===== src/rtl/alu_arbiter_if.sv =====
// Request/response bundle between two ALU requesters, the shared-ALU arbiter and
// the response consumer.
interface alu_arbiter_if;
   logic       req0_valid;
   logic       req0_ready;
   logic [7:0] req0_a;
   logic [7:0] req0_b;
   logic [2:0] req0_op;

   logic       req1_valid;
   logic       req1_ready;
   logic [7:0] req1_a;
   logic [7:0] req1_b;
   logic [2:0] req1_op;

   logic       rsp_valid;
   logic       rsp_ready;
   logic       rsp_id;
   logic [7:0] rsp_result;
   logic [3:0] rsp_flags;
   logic       rsp_err;

   // Arbiter side.
   modport slave (
      input  req0_valid, req0_a, req0_b, req0_op,
      output req0_ready,
      input  req1_valid, req1_a, req1_b, req1_op,
      output req1_ready,
      input  rsp_ready,
      output rsp_valid, rsp_id, rsp_result, rsp_flags, rsp_err
   );

   // Requester/consumer side.
   modport master (
      output req0_valid, req0_a, req0_b, req0_op,
      input  req0_ready,
      output req1_valid, req1_a, req1_b, req1_op,
      input  req1_ready,
      output rsp_ready,
      input  rsp_valid, rsp_id, rsp_result, rsp_flags, rsp_err
   );
endinterface


===== src/rtl/alu_arbiter.sv =====
// Shares one 8-bit ALU between two requesters: arbitrate, latch operands, evaluate
// once, then hold a registered result/flags response until the consumer takes it.
module alu_arbiter #(
   parameter bit          FIXED_PRIORITY = 1'b0,
   parameter int unsigned LEGAL_OP_MAX   = 2
) (
   input  logic          clk,
   input  logic          reset,
   alu_arbiter_if.slave  bus,
   output logic          busy
);

   localparam logic [2:0] LegalOpMax = 3'(LEGAL_OP_MAX);
   localparam logic [2:0] OpPass     = 3'd0;
   localparam logic [2:0] OpAdd      = 3'd1;
   localparam logic [2:0] OpSub      = 3'd2;

   typedef enum logic [1:0] {StIdle, StExec, StResp} state_e;

   state_e     state_q, state_d;
   logic       last_grant_q, last_grant_d;
   logic [7:0] a_q, a_d;
   logic [7:0] b_q, b_d;
   logic [2:0] op_q, op_d;
   logic       id_q, id_d;
   logic       rsp_valid_q, rsp_valid_d;
   logic       rsp_id_q, rsp_id_d;
   logic [7:0] rsp_result_q, rsp_result_d;
   logic [3:0] rsp_flags_q, rsp_flags_d;
   logic       rsp_err_q, rsp_err_d;

   logic       grant0, grant1;
   logic [8:0] sum, diff;
   logic [7:0] alu_result;
   logic       alu_carry, alu_ovf, alu_err;
   logic [3:0] alu_flags;

   // Grants only exist in idle; round-robin favours the requester not served last.
   always_comb begin
      grant0 = 1'b0;
      grant1 = 1'b0;
      if (state_q == StIdle) begin
         if (bus.req0_valid && bus.req1_valid) begin
            if (FIXED_PRIORITY || last_grant_q) grant0 = 1'b1;
            else                                grant1 = 1'b1;
         end else begin
            grant0 = bus.req0_valid;
            grant1 = bus.req1_valid;
         end
      end
   end

   assign bus.req0_ready = grant0;
   assign bus.req1_ready = grant1;

   // SUB carry is the carry-out of a + ~b + 1, i.e. set when no borrow occurs.
   always_comb begin
      sum        = {1'b0, a_q} + {1'b0, b_q};
      diff       = {1'b0, a_q} + {1'b0, ~b_q} + 9'd1;
      alu_result = '0;
      alu_carry  = 1'b0;
      alu_ovf    = 1'b0;
      alu_err    = 1'b0;
      if (op_q > LegalOpMax) begin
         alu_err = 1'b1;
      end else begin
         case (op_q)
            OpPass: alu_result = b_q;
            OpAdd: begin
               alu_result = sum[7:0];
               alu_carry  = sum[8];
               alu_ovf    = (a_q[7] == b_q[7]) && (sum[7] != a_q[7]);
            end
            OpSub: begin
               alu_result = diff[7:0];
               alu_carry  = diff[8];
               alu_ovf    = (a_q[7] != b_q[7]) && (diff[7] != a_q[7]);
            end
            default: alu_err = 1'b1;
         endcase
      end
      alu_flags = alu_err ? 4'b0000
                          : {alu_result == 8'd0, alu_carry, alu_ovf, alu_result[7]};
   end

   always_comb begin
      state_d      = state_q;
      last_grant_d = last_grant_q;
      a_d          = a_q;
      b_d          = b_q;
      op_d         = op_q;
      id_d         = id_q;
      rsp_valid_d  = rsp_valid_q;
      rsp_id_d     = rsp_id_q;
      rsp_result_d = rsp_result_q;
      rsp_flags_d  = rsp_flags_q;
      rsp_err_d    = rsp_err_q;
      unique case (state_q)
         StIdle: begin
            if (grant0 || grant1) begin
               a_d          = grant1 ? bus.req1_a  : bus.req0_a;
               b_d          = grant1 ? bus.req1_b  : bus.req0_b;
               op_d         = grant1 ? bus.req1_op : bus.req0_op;
               id_d         = grant1;
               last_grant_d = grant1;
               state_d      = StExec;
            end
         end
         StExec: begin
            rsp_result_d = alu_result;
            rsp_flags_d  = alu_flags;
            rsp_err_d    = alu_err;
            rsp_id_d     = id_q;
            rsp_valid_d  = 1'b1;
            state_d      = StResp;
         end
         StResp: begin
            if (bus.rsp_ready) begin
               rsp_valid_d = 1'b0;
               state_d     = StIdle;
            end
         end
         default: state_d = StIdle;
      endcase
   end

   always_ff @(posedge clk or posedge reset) begin
      if (reset) begin
         state_q      <= StIdle;
         last_grant_q <= 1'b1;
         a_q          <= '0;
         b_q          <= '0;
         op_q         <= '0;
         id_q         <= 1'b0;
         rsp_valid_q  <= 1'b0;
         rsp_id_q     <= 1'b0;
         rsp_result_q <= '0;
         rsp_flags_q  <= '0;
         rsp_err_q    <= 1'b0;
      end else begin
         state_q      <= state_d;
         last_grant_q <= last_grant_d;
         a_q          <= a_d;
         b_q          <= b_d;
         op_q         <= op_d;
         id_q         <= id_d;
         rsp_valid_q  <= rsp_valid_d;
         rsp_id_q     <= rsp_id_d;
         rsp_result_q <= rsp_result_d;
         rsp_flags_q  <= rsp_flags_d;
         rsp_err_q    <= rsp_err_d;
      end
   end

   assign bus.rsp_valid  = rsp_valid_q;
   assign bus.rsp_id     = rsp_id_q;
   assign bus.rsp_result = rsp_result_q;
   assign bus.rsp_flags  = rsp_flags_q;
   assign bus.rsp_err    = rsp_err_q;
   assign busy           = (state_q != StIdle);

endmodule


===== src/flat_wrapper.sv =====
// flat-port wrapper written by rule: the top's interface ports become plain ports
module alu_arbiter_flat 
#(
   parameter bit          FIXED_PRIORITY = 1'b0,
   parameter int unsigned LEGAL_OP_MAX   = 2
)
  (clk, reset, busy, bus_req0_valid, bus_req0_a, bus_req0_b, bus_req0_op, bus_req0_ready, bus_req1_valid, bus_req1_a, bus_req1_b, bus_req1_op, bus_req1_ready, bus_rsp_ready, bus_rsp_valid, bus_rsp_id, bus_rsp_result, bus_rsp_flags, bus_rsp_err);
  alu_arbiter_if bus_i ();
  input  logic clk;
  input  logic reset;
  output logic busy;
  input wire logic [$bits(bus_i.req0_valid)-1:0] bus_req0_valid;
  input wire logic [$bits(bus_i.req0_a)-1:0] bus_req0_a;
  input wire logic [$bits(bus_i.req0_b)-1:0] bus_req0_b;
  input wire logic [$bits(bus_i.req0_op)-1:0] bus_req0_op;
  output wire logic [$bits(bus_i.req0_ready)-1:0] bus_req0_ready;
  input wire logic [$bits(bus_i.req1_valid)-1:0] bus_req1_valid;
  input wire logic [$bits(bus_i.req1_a)-1:0] bus_req1_a;
  input wire logic [$bits(bus_i.req1_b)-1:0] bus_req1_b;
  input wire logic [$bits(bus_i.req1_op)-1:0] bus_req1_op;
  output wire logic [$bits(bus_i.req1_ready)-1:0] bus_req1_ready;
  input wire logic [$bits(bus_i.rsp_ready)-1:0] bus_rsp_ready;
  output wire logic [$bits(bus_i.rsp_valid)-1:0] bus_rsp_valid;
  output wire logic [$bits(bus_i.rsp_id)-1:0] bus_rsp_id;
  output wire logic [$bits(bus_i.rsp_result)-1:0] bus_rsp_result;
  output wire logic [$bits(bus_i.rsp_flags)-1:0] bus_rsp_flags;
  output wire logic [$bits(bus_i.rsp_err)-1:0] bus_rsp_err;
  assign bus_i.req0_valid = bus_req0_valid;
  assign bus_i.req0_a = bus_req0_a;
  assign bus_i.req0_b = bus_req0_b;
  assign bus_i.req0_op = bus_req0_op;
  assign bus_req0_ready = bus_i.req0_ready;
  assign bus_i.req1_valid = bus_req1_valid;
  assign bus_i.req1_a = bus_req1_a;
  assign bus_i.req1_b = bus_req1_b;
  assign bus_i.req1_op = bus_req1_op;
  assign bus_req1_ready = bus_i.req1_ready;
  assign bus_i.rsp_ready = bus_rsp_ready;
  assign bus_rsp_valid = bus_i.rsp_valid;
  assign bus_rsp_id = bus_i.rsp_id;
  assign bus_rsp_result = bus_i.rsp_result;
  assign bus_rsp_flags = bus_i.rsp_flags;
  assign bus_rsp_err = bus_i.rsp_err;
  alu_arbiter #(.FIXED_PRIORITY(FIXED_PRIORITY), .LEGAL_OP_MAX(LEGAL_OP_MAX)) u_core (.clk(clk), .reset(reset), .bus(bus_i), .busy(busy));
endmodule

===== config.mk =====
export PLATFORM = sky130hd
export DESIGN_NAME = alu_arbiter_flat
export DESIGN_NICKNAME = d
export VERILOG_FILES = /design/src/rtl/alu_arbiter_if.sv /design/src/rtl/alu_arbiter.sv /design/src/flat_wrapper.sv
export SDC_FILE = /design/constraint.sdc
export NUM_CORES = 1
export LEC_CHECK = 0
export CAP_MARGIN = 15
export CORE_ASPECT_RATIO = 1.5
export CORE_MARGIN = 3
export CORE_UTILIZATION = 60
export CTS_BUF_LIST = sky130_fd_sc_hd__clkbuf_4
export CTS_CLUSTER_SIZE = 40
export DETAILED_ROUTE_END_ITERATION = 8
export DONT_BUFFER_PORTS = 1
export PLACE_DENSITY = 0.79
export SKIP_CTS_REPAIR_TIMING = 1
export SYNTH_ARGS = -nofsm -noshare
export SYNTH_HDL_FRONTEND = slang
export SYNTH_SLANG_ARGS = --single-unit

===== constraint.sdc =====
create_clock -name clk -period 2.2 [get_ports clk]
set_input_delay 0.22 -clock clk [delete_from_list [all_inputs] [get_ports clk]]
set_output_delay 0.22 -clock clk [all_outputs]
set_load 0.02 [all_outputs]

# Yosys cells after proc, flatten, opt, wreduce, memory -nomap -nowiden
# Index checks and enable logic that the tools add are counted.
# W data, S select, Z words.
# classes
n_addsub	3
n_lt_le_gt_ge	1
eq_ne	10
mux	23
n_bitwise	1
reduce_logical	13
# ops
cell	n
$mux W8	3
$pmux W8 S3	1
$add A8 B8 Y9	2
$mux W1	11
$add A9 B1 Y9 const B	1
$logic_not A8 Y1	1
$not A8 Y8	1
$pmux W1 S2	3
$pmux W2 S3	1
$reduce_and A2 Y1	3
$mux W2	2
$mux W4	1
$ne A2 B2 Y1 const B	2
$reduce_bool A2 Y1	2
$eq A3 B1 Y1 const B	1
$eq A3 B2 Y1 const B	1
$gt A3 B2 Y1 const B	1
$logic_and A1 B1 Y1	3
$logic_not A3 Y1	1
$mux W3	1
$ne A1 B1 Y1	3
$reduce_or A3 Y1	1
$eq A2 B1 Y1 const B	1
$eq A2 B2 Y1 const B	1
other kinds (3)	3
# word_totals
ff_bits	38
inputBits	43

# Logic depth before layout (Yosys ltp)
# Gate-level depths: netlist (run 1).
# depth
ltp_word	8
ltp_mapped	10

# Worst setup path before layout (run 1)
# OpenSTA, ideal clock, no wires.
# synth_path
path_kind	flip-flop to flip-flop
from	reg u_core.a_q[0]
to	reg u_core.rsp_result_q[6], in the netlist u_core.bus.rsp_result[6]
setup_time_ps	133
t_arrival_ps	2024
path_slack_ps	42
stages_incl_launch_ff	11
n_path_buf	0
synth_period_minus_slack_ps	2158
path_cell_list	dfrtp_1 > inv_1 > ha_1 > inv_1 > fa_1 > a21o_1 > a21oi_1 > o21ai_0 > xor2_1 > a211oi_1 > o21ai_0
# synth_via
elab_chain_len	4
word_cells_on_any_way	5
cone_classes	add/sub: 3; mux: 2
# synth_rtl
item	line	text
start, declared	alu_arbiter.sv:22	logic [7:0] a_q, a_d;
start signal, assigned	alu_arbiter.sv:131	a_q <= '0;
start signal, assigned	alu_arbiter.sv:143	a_q <= a_d;
$add A8 B8 Y9	alu_arbiter.sv:59	diff = {1'b0, a_q} + {1'b0, ~b_q} + 9'd1;
$add A9 B1 Y9	alu_arbiter.sv:59	
$pmux W8 S3 *	alu_arbiter.sv:67	case (op_q)
$mux W8 *	alu_arbiter.sv:64	if (op_q > LegalOpMax) begin
end signal, assigned	alu_arbiter.sv:149	rsp_result_q <= rsp_result_d;
end, declared	alu_arbiter.sv:28	logic [7:0] rsp_result_q, rsp_result_d;
# Every way passes the cells marked *; elsewhere a longest branch is shown, timed or not.
# A chain may end at the register's enable or synchronous reset.

# Worst setup path after layout (run 1)
# layout_path
from	reg u_core.b_q[0]
to	reg u_core.rsp_flags_q[3], in the netlist u_core.bus.rsp_flags[3]
# layout_via
elab_chain_len	7
word_cells_on_any_way	8
cone_classes	add/sub: 3; mux: 3; bitwise: 1; reduce/logical: 1
# layout_rtl
item	line	text
start, declared	alu_arbiter.sv:23	logic [7:0] b_q, b_d;
start signal, assigned	alu_arbiter.sv:132	b_q <= '0;
start signal, assigned	alu_arbiter.sv:144	b_q <= b_d;
$not A8 Y8	alu_arbiter.sv:59	
$add A8 B8 Y9	alu_arbiter.sv:59	
$add A9 B1 Y9	alu_arbiter.sv:59	
$pmux W8 S3 *	alu_arbiter.sv:67	
$mux W8 *	alu_arbiter.sv:64	
$logic_not A8 Y1 *	alu_arbiter.sv:83	: {alu_result == 8'd0, alu_carry, alu_ovf, alu_result[7]};
$mux W4 *	alu_arbiter.sv:82	alu_flags = alu_err ? 4'b0000
end signal, assigned	alu_arbiter.sv:150	rsp_flags_q <= rsp_flags_d;
end, declared	alu_arbiter.sv:29	logic [3:0] rsp_flags_q, rsp_flags_d;
# Marked as above.

==> impl_metrics.json, run 1 <==
{
  "placed_cells": 352,
  "cts_max_level": 2,
  "p_leak_uw": 0.00141,
  "place.gp.congestion": 0.956,
  "dr.pass1.iters": 5,
  "finalSetupViolCount": 1,
  "worstSetupPathType": "reg2reg",
  "netlist_top_cells_area": "dfrtp_1 (37%), ha_1 (8.4%), nand2_1 (6.1%)",
  "drive_above_1_share": 0.231,
  "post-route-period-util": 1.01,
  "rsz0062_at_grt": "yes",
  "grt_pass1_vias": 2267,
  "synth_top_cell_by_area": "dfrtp_1",
  "overflow": 0,
  "yosysWarningCount": 0,
  "clockBufferDepth": 2,
  "report.final.slew_viol_count": 0,
  "fillers": 317,
  "grt_start_max_net_pins": 39,
  "nets": 382,
  "yosysSeqAreaShare": 0.377,
  "cp.arrival_ns": 2.48,
  "cts_buffers": 5,
  "ys_types": 55,
  "setup_slack_ns": -0.0309,
  "cts_tree": "done",
  "insertedDiodeCount": 0,
  "hpwl_mm": 4.70,
  "crit_fanout": 5,
  "clk_pin_slew_worst_paths_ns": 0.11,
  "routed_wl_mm": 6.15,
  "holdWs_ns": -0.0132,
  "antenna_found_initial": 0,
  "grt_pass1_wl_mm": 10.1,
  "violations": "negative hold slack, negative setup slack",
  "drt_iter0_drc": 84,
  "fp-row-count": 28,
  "synthFlopType": "dfrtp_1",
  "max_freq_mhz": 448,
  "worstHoldPathType": "in2reg",
  "core_sq_um": 3990,
  "instances_no_fill": 366,
  "slew_headroom": 0.689,
  "power_density_nw_per_um2": 1870,
  "fin_worst_skew_ns": 0.0100,
  "critPathCaptureType": "register",
  "final_hold_viol_count": 5,
  "vias": 2255,
  "fin_area_sq_um": 3020,
  "maxCapViolations": 0,
  "yosys_register_bits": 38,
  "die_area_sq_um": 5040,
  "grtUsageTotal": 0.260,
  "worst_pin_slew_ns": 0.467,
  "crit_chain": "ha_1 -> fa_2 -> nand2b_1 -> a21oi_1 -> o221a_2 -> a2bb2oi_2 -> and4_1 -> a31o_1",
  "fin_crit_ns": 2.23,
  "post-route-drc-count": 0,
  "portBuffers": 0,
  "synth_area_sq_um": 2520,
  "synth_most_common_cell": "nand2_1",
  "clkSinkCount": 38,
  "final.setup.tns_ns": -0.0309,
  "irDropWorstVdd_uv": 1350,
  "synth.avg_cell_area_sq_um": 8.89,
  "die_x_um": 59.0,
  "place_area_sq_um": 2810,
  "async_reset_ff_frac": 1.00,
  "syn_nets": 346,
  "wire_per_inst_um": 16.8,
  "final_core_util": 0.755,
  "status": "complete, but fails checks",
  "synth_edf_count": 0,
  "clkLatencyLatePin_ns": 0.35,
  "synth_cells": 284,
  "root_buffer": "clkbuf_4",
  "routed_via_density": 6.16,
  "cp_slowest_stage_delay_ns": 0.44,
  "ios": 61,
  "crit_required_ns": 2.44,
  "p_total_uw": 5640,
  "areaGrowthSynthToFinish_pct": 19.5,
  "synth_commonest_cells": "nand2_1 (41), dfrtp_1 (37), o21ai_0 (23), a22oi_1 (20), inv_1 (20)",
  "dieHeight_um": 85.5,
  "timing.reg2reg.setup_slack_ns": -0.03,
  "synth.top_cell.area_share": 0.367,
  "crit_slowest_cell": "dfrtp_1",
  "ant_nets": 0,
  "start_util": 0.632,
  "start_kind": "register"
}
worst max-delay path, delay by kind of cell, from the launching register on:
kind | cells | cell delay, ns
AOI/OAI and AO/OA | 4 | 0.73
adders and majority gates | 2 | 0.63
DFF | 1 | 0.44
and+or+nand+nor | 2 | 0.32
layer usage:
metal | up-vias | track usage | wire length (um)
met5 | - | 0 | 0
met3 | 11 | 0.0289 | 384
met1 | 1067 | 0.319 | 2450
met2 | 85 | 0.450 | 3220
li1 | 1092 | - | -
met4 | 0 | 0.109 | 96
report_power, final:
part	total (uW)	switching, uW	internal [uW]
Combinational	3920	2100	1820
Clock	358	225	132
Sequential	1370	353	1020
Total	5640	2680	2970
layout by cell type, fill, tap and decap left out, drive strengths merged, types with 3 or more instances in the layout:
cell / count
a211oi: 7
a21o: 3
a21oi: 15
a22o: 5
a22oi: 20
buf: 40
clkbuf: 6
clkinv: 3
dfrtp: 37
dlygate4sd3: 5
ha: 17
inv: 20
mux2i: 5
nand2: 41
nand2b: 9
nand3: 4
nor2: 11
nor2b: 4
o211ai: 3
o21ai: 23
flip-flops by register name, indices dropped and copies added, names as in the netlist:
register,count
u_core.b_q,8
u_core.op_q,3
u_core.id_q,1
u_core.bus.rsp_result,8
u_core.a_q,8
u_core.state_q,2
u_core.bus.rsp_err,1
u_core.bus.rsp_valid,1
u_core.bus.rsp_id,1
u_core.bus.rsp_flags,4
u_core.last_grant_q,1
metrics by stage:
stage	setup WS (ns)	hold WS [ns]
6_report	-0.0309	-0.0132
5_1_grt	-0.116	-0.00499
3_3_place_gp	-0.0354	0.243
3_5_place_dp	-0.117	0.245
4_1_cts	-0.139	-0.136
2_1_floorplan	0.0422	0.327
kinds of logic (layout without fill, tap and decap cells):
group,after synthesis,in the layout,share of synthesized area
flip-flops,38,38,0.377
AND/OR/NAND/NOR,82,82,0.155
XOR/XNOR,4,4,0.0139
buffers and inverters,37,74,0.0600
AO/OA/AOI/OAI,99,99,0.274
multiplexers,5,5,0.0198
adder cells (fa/ha/maj),19,19,0.100
cell type report:
cell class,instances,area (sq um),share of cell area
sequential,38,953,0.316
clock buffer,6,45.0,0.0149
timing repair buffer,45,350,0.116
tap,45,56.3,0.0187
clock inverter,2,8.76,0.00290
multi-input combinational,209,1520,0.505
inverter,21,78.8,0.0261
path summary, 6_finish.rpt:
check / start / to / depth (start not counted)
setup / recovery: u_core.b_q[0]$_DFFE_PP0P_ / u_core.bus.rsp_flags[3]$_DFFE_PP0P_ / 8
min in group asynchronous: reset / u_core.b_q[6]$_DFFE_PP0P_ / 3
hold / removal: bus_req0_a[1] / u_core.a_q[1]$_DFFE_PP0P_ / 2
max in group asynchronous: reset / u_core.last_grant_q$_DFFE_PP1P_ / 3
setup reg to reg: u_core.b_q[0]$_DFFE_PP0P_ / u_core.bus.rsp_flags[3]$_DFFE_PP0P_ / 8
hold reg to reg: u_core.last_grant_q$_DFFE_PP1P_ / u_core.last_grant_q$_DFFE_PP1P_ / 2
No activity file was read; power rests on OpenSTA's default activity.
==> inputs of run 2 (changes only) <==
Settings changed: GPL_TIMING_DRIVEN set to 0.
==> run 2 against run 1 <==
  * The flow finishes with violations (negative setup slack)
  * Cell area grew 1.9%
  * Final cell count decreased by 1.6%
  * Global-route usage shrank 1.4 points
  * Wire length increased by 13%
  * Largest cell class unchanged
  * Core utilization rose by 1.4 points
  * Critical path type unchanged
  * Largest power group unchanged
  * Register-to-register slack lost 0.06 ns
==> impl_metrics.json, run 2 (same netlist as run 1, synthesis figures left out) <==
{
  "ant_nets": 0,
  "instances_no_fill": 360,
  "portBuffers": 0,
  "wl_met1_mm": 2.60,
  "crit_required_ns": 2.49,
  "overflow": 0,
  "final_hold_viol_count": 0,
  "wire_per_inst_um": 19.3,
  "cts_buffers": 5,
  "finalSetupViolCount": 4,
  "netSwitchingFraction": 0.507,
  "hpwl_mm": 4.42,
  "fin_crit_ns": 2.29,
  "clkSinkCount": 38,
  "report.final.slew_viol_count": 0,
  "p_leak_uw": 0.00137,
  "clk_pin_slew_worst_paths_ns": 0.12,
  "start_kind": "register",
  "vias": 2348,
  "reg2reg_depth": 10,
  "core_sq_um": 3990,
  "routed_via_density": 6.52,
  "crit_fanout": 3,
  "die_area_sq_um": 5040,
  "ios": 61,
  "nets": 376,
  "antenna_found_initial": 0,
  "irDropWorstVdd_uv": 1300,
  "grt_start_max_net_pins": 24,
  "rsz0062_at_grt": "yes",
  "p_sw_uw": 2880,
  "fin_worst_skew_ns": 0.0164,
  "status": "complete, but fails checks",
  "worstHoldPathType": "in2reg",
  "placed_cells": 330,
  "dieHeight_um": 85.5,
  "top_layer_used": "met4",
  "slew_headroom": 0.517,
  "post-route-drc-count": 0,
  "critPathCaptureType": "register",
  "wl_met2_mm": 3.58,
  "power_density_nw_per_um2": 1850,
  "place.gp.congestion": 0.941,
  "hold_depth": 2,
  "grt_pass1_wl_mm": 9.58,
  "cts_tree": "done",
  "fp-row-count": 28,
  "cp_slowest_stage_delay_ns": 0.45,
  "routed_wl_mm": 6.94,
  "root_buffer": "clkbuf_4",
  "violations": "negative setup slack",
  "grt_pass1_vias": 2082,
  "p_seq_frac": 0.248,
  "p_comb_frac": 0.689,
  "holdWs_ns": 0.00253,
  "clkLatencyLatePin_ns": 0.35,
  "die_x_um": 59.0,
  "cts_max_level": 2,
  "grtUsageTotal": 0.246,
  "dr.pass1.iters": 5,
  "worst_pin_slew_ns": 0.724,
  "drive_above_1_share": 0.194,
  "layout_commonest_cell": "nand2_1",
  "wl_met3_um": 508,
  "power.share.clock": 0.064,
  "areaGrowthSynthToFinish_pct": 21.8,
  "crit_slowest_cell": "dfrtp_1",
  "drt_iter0_drc": 125,
  "clockBufferDepth": 2,
  "critPathMostFrequentCell": "inv_2",
  "maxCapViolations": 0,
  "most-common-layout-cells": "nand2_1 (41), dfrtp_1 (35), a22oi_1 (20)",
  "setup_slack_ns": -0.0861,
  "insertedDiodeCount": 0,
  "max_freq_mhz": 437,
  "start_util": 0.632,
  "cp.arrival_ns": 2.57,
  "crit_chain": "inv_2 -> ha_4 -> inv_2 -> fa_2 -> a21o_1 -> a21oi_4 -> o221a_2 -> a2bb2oi_2 -> and4_1 -> a31o_1",
  "p_int_uw": 2800,
  "post-route-period-util": 1.04,
  "worstSetupPathType": "reg2reg"
}
==> run 2: metal layers <==
metal | GRT usage | vias to the layer above
met5 | 0 | -
met4 | 0.118 | 0
met3 | 0.0548 | 24
met2 | 0.403 | 120
met1 | 0.299 | 1120
li1 | - | 1084
==> run 2: worst paths after layout <==
path / startpoint / endpoint / slack (ns)
worst max-delay path: u_core.a_q[0]$_DFFE_PP0P_ / u_core.bus.rsp_flags[3]$_DFFE_PP0P_ / -0.09
worst min-delay path: bus_req1_a[2] / u_core.a_q[2]$_DFFE_PP0P_ / 0.003
worst max register to register: u_core.a_q[0]$_DFFE_PP0P_ / u_core.bus.rsp_flags[3]$_DFFE_PP0P_ / -0.09
worst min register to register: u_core.last_grant_q$_DFFE_PP1P_ / u_core.last_grant_q$_DFFE_PP1P_ / 0.52
max in group asynchronous: reset / u_core.last_grant_q$_DFFE_PP1P_ / 1.13
min in group asynchronous: reset / u_core.b_q[3]$_DFFE_PP0P_ / 0.42
==> run 2: critical path: cells and delay by family (launching register included) <==
kind                       cells  cell delay [ns]
AOI/OAI and AO/OA              5             0.94
adders and majority gates      2             0.46
buffers and inverters          2             0.13
and+or+nand+nor                1             0.23
DFF                            1             0.45
==> run 2: cell type report <==
| type | instances | area, sq um |
|---|---|---|
| buffer | 15 | 75.1 |
| clock buffer | 6 | 45.0 |
| clock inverter | 2 | 10.0 |
| fill | 281 | 920 |
| inverter | 21 | 78.8 |
| multi-input combinational | 209 | 1620 |
| sequential | 38 | 955 |
| tap | 45 | 56.3 |
| timing repair buffer | 24 | 233 |
==> run 2: power groups by stage <==
stage	combinational (uW)	clock, uW	sequential (uW)
after global routing	4230	405	1450
after detailed placement	2900	0	1390
after CTS	2920	367	1380
after global placement	2820	0	1380
final	3910	362	1410
after floorplan	2320	0	1320
==> run 2: metrics by stage <==
step,cell area (sq um),TNS [ns],setup slack [ns],utilization,total power [uW]
detailed placement,2610,-0.946,-0.328,0.653,4290
global route,3070,-0.575,-0.146,0.770,6080
floorplan,2520,0,0.0422,-,3650
finish,3070,-0.194,-0.0861,0.770,5680
global placement,2580,-0.830,-0.301,0.646,4190
CTS,2660,-1.35,-0.363,0.667,4660
==> inputs of run 3 (changes only) <==
Settings changed: CORE_UTILIZATION 60 to 47, DONT_BUFFER_PORTS 1 to unset.
==> run 3 against run 2 <==
  * Wire length is 1.6% lower
  * Clock-buffer cell count stayed put
  * Combinational power is 4% higher
  * First-iteration DRC count is 7.2% lower
  * Sequential power is 9% lower
  * Clock skew is 0.0063 ns lower
  * Largest power group unchanged
  * The run still ends with negative setup slack left
  * Die area is 25% higher
  * Flip-flop and latch count stayed put
==> impl_metrics.json, run 3 (same netlist as run 1, synthesis figures left out) <==
{
  "status": "complete, but fails checks",
  "violations": "negative setup slack",
  "wire_per_inst_um": 16.1,
  "root_buffer": "clkbuf_4",
  "nets": 418,
  "place.gp.congestion": 0.856,
  "clockBufferDepth": 2,
  "fin_worst_skew_ns": 0.0101,
  "ios": 61,
  "wl_met2_mm": 3.61,
  "maxCapViolations": 0,
  "antenna_found_initial": 0,
  "cp.arrival_ns": 2.46,
  "worstSetupPathType": "reg2reg",
  "grt_start_max_net_pins": 39,
  "wl_met3_um": 311,
  "top_layer_used": "met4",
  "grt_pass1_vias": 2278,
  "worstHoldPathType": "in2async",
  "holdWs_ns": 0.318,
  "wl_met1_mm": 2.69,
  "fin_crit_ns": 2.22,
  "grtUsageTotal": 0.215,
  "slew_headroom": 0.493,
  "rsz0062_at_grt": "yes",
  "routed_wl_mm": 6.83,
  "drt_iter0_drc": 116,
  "clkSinkCount": 38,
  "placed_cells": 412,
  "die_x_um": 65.8,
  "ant_nets": 0,
  "worst_pin_slew_ns": 0.759,
  "report.final.slew_viol_count": 0,
  "drive_above_1_share": 0.157,
  "finalSetupViolCount": 2,
  "post-route-period-util": 1.01,
  "routed_via_density": 5.69,
  "final.setup.tns_ns": -0.0319,
  "cts_tree": "done",
  "core_sq_um": 5160,
  "overflow": 0,
  "irDropWorstVdd_uv": 873,
  "vias": 2419,
  "layout_commonest_cell": "clkdlybuf4s50_1",
  "post-route-drc-count": 0,
  "p_leak_uw": 0.00151,
  "fillers": 416,
  "dieHeight_um": 95.8,
  "cts_max_level": 2,
  "crit_required_ns": 2.44,
  "final_hold_viol_count": 0,
  "dr.pass1.iters": 4,
  "start_kind": "register",
  "portBuffers": 60,
  "crit_fanout": 5,
  "clk_pin_slew_worst_paths_ns": 0.12,
  "hpwl_mm": 5.04,
  "cts_buffers": 5,
  "start_util": 0.489,
  "setup_slack_ns": -0.0182,
  "instances_no_fill": 425,
  "die_area_sq_um": 6310,
  "power_density_nw_per_um2": 1630,
  "insertedDiodeCount": 0,
  "areaGrowthSynthToFinish_pct": 38.4,
  "most-common-layout-cells": "clkdlybuf4s50_1 (58), nand2_1 (41), dfrtp_1 (34)",
  "fp-row-count": 32,
  "max_freq_mhz": 451,
  "grt_pass1_wl_mm": 10.5,
  "clkLatencyLatePin_ns": 0.34,
  "critPathCaptureType": "register"
}
run 3: critical path, cell delays in order (launching register included):
cell and delay [ns]:
dfrtp_2 0.47, ha_4 0.18, fa_2 0.35, nand2b_1 0.11, a2111o_1 0.21, a31oi_1 0.11, o311ai_1 0.31, o211ai_1 0.19
a22o_1 0.21
run 3: power breakdown:
group / switching (uW) / internal [uW] / leakage [uW] / total [uW]
clock: 238 / 133 / 0.0000331 / 370
combinational: 2290 / 1760 / 0.00101 / 4050
sequential: 260 / 1020 / 0.000472 / 1280
total: 2790 / 2910 / 0.00151 / 5700
run 3: per-stage QoR:
stage	worst slack, ns	area, sq um	total power [uW]	util
final	-0.0182	3490	5700	0.676
after floorplan	0.0422	2520	3650	-
after CTS	-0.500	3260	5000	0.632
after global routing	-0.0832	3490	6140	0.676
after detailed placement	-0.299	3210	4630	0.622
after global placement	-0.285	3210	4540	0.622
run 3: area by class of cell:
| class | count | area (sq um) | share of cell area |
|---|---|---|---|
| timing repair buffer | 66 | 643 | 0.184 |
| clock buffer | 6 | 45.0 | 0.0129 |
| buffer | 15 | 77.6 | 0.0222 |
| multi-input combinational | 209 | 1600 | 0.458 |
| clock inverter | 2 | 8.76 | 0.00251 |
| tap | 68 | 85.1 | 0.0244 |
| sequential | 38 | 956 | 0.274 |
| inverter | 21 | 78.8 | 0.0226 |
run 3: per-layer routing:
layer,global-route usage,up-vias
li1,-,1166
met1,0.243,1148
met2,0.392,85
met3,0.0292,20
met4,0.0969,0
met5,0,-
run 3: worst paths after layout:
path / from / to / slack [ns] / cells after the start
min in group clk: bus_req0_a[5] / u_core.a_q[5]$_DFFE_PP0P_ / 0.46 / 3
hold reg to reg: u_core.bus.rsp_id$_DFFE_PP0P_ / u_core.bus.rsp_id$_DFFE_PP0P_ / 0.49 / 2
setup / recovery: u_core.b_q[0]$_DFFE_PP0P_ / u_core.bus.rsp_flags[2]$_DFFE_PP0P_ / -0.02 / 8
setup reg to reg: u_core.b_q[0]$_DFFE_PP0P_ / u_core.bus.rsp_flags[2]$_DFFE_PP0P_ / -0.02 / 8
max in group asynchronous: reset / u_core.a_q[1]$_DFFE_PP0P_ / 1.35 / 2
hold / removal: reset / u_core.a_q[7]$_DFFE_PP0P_ / 0.32 / 2
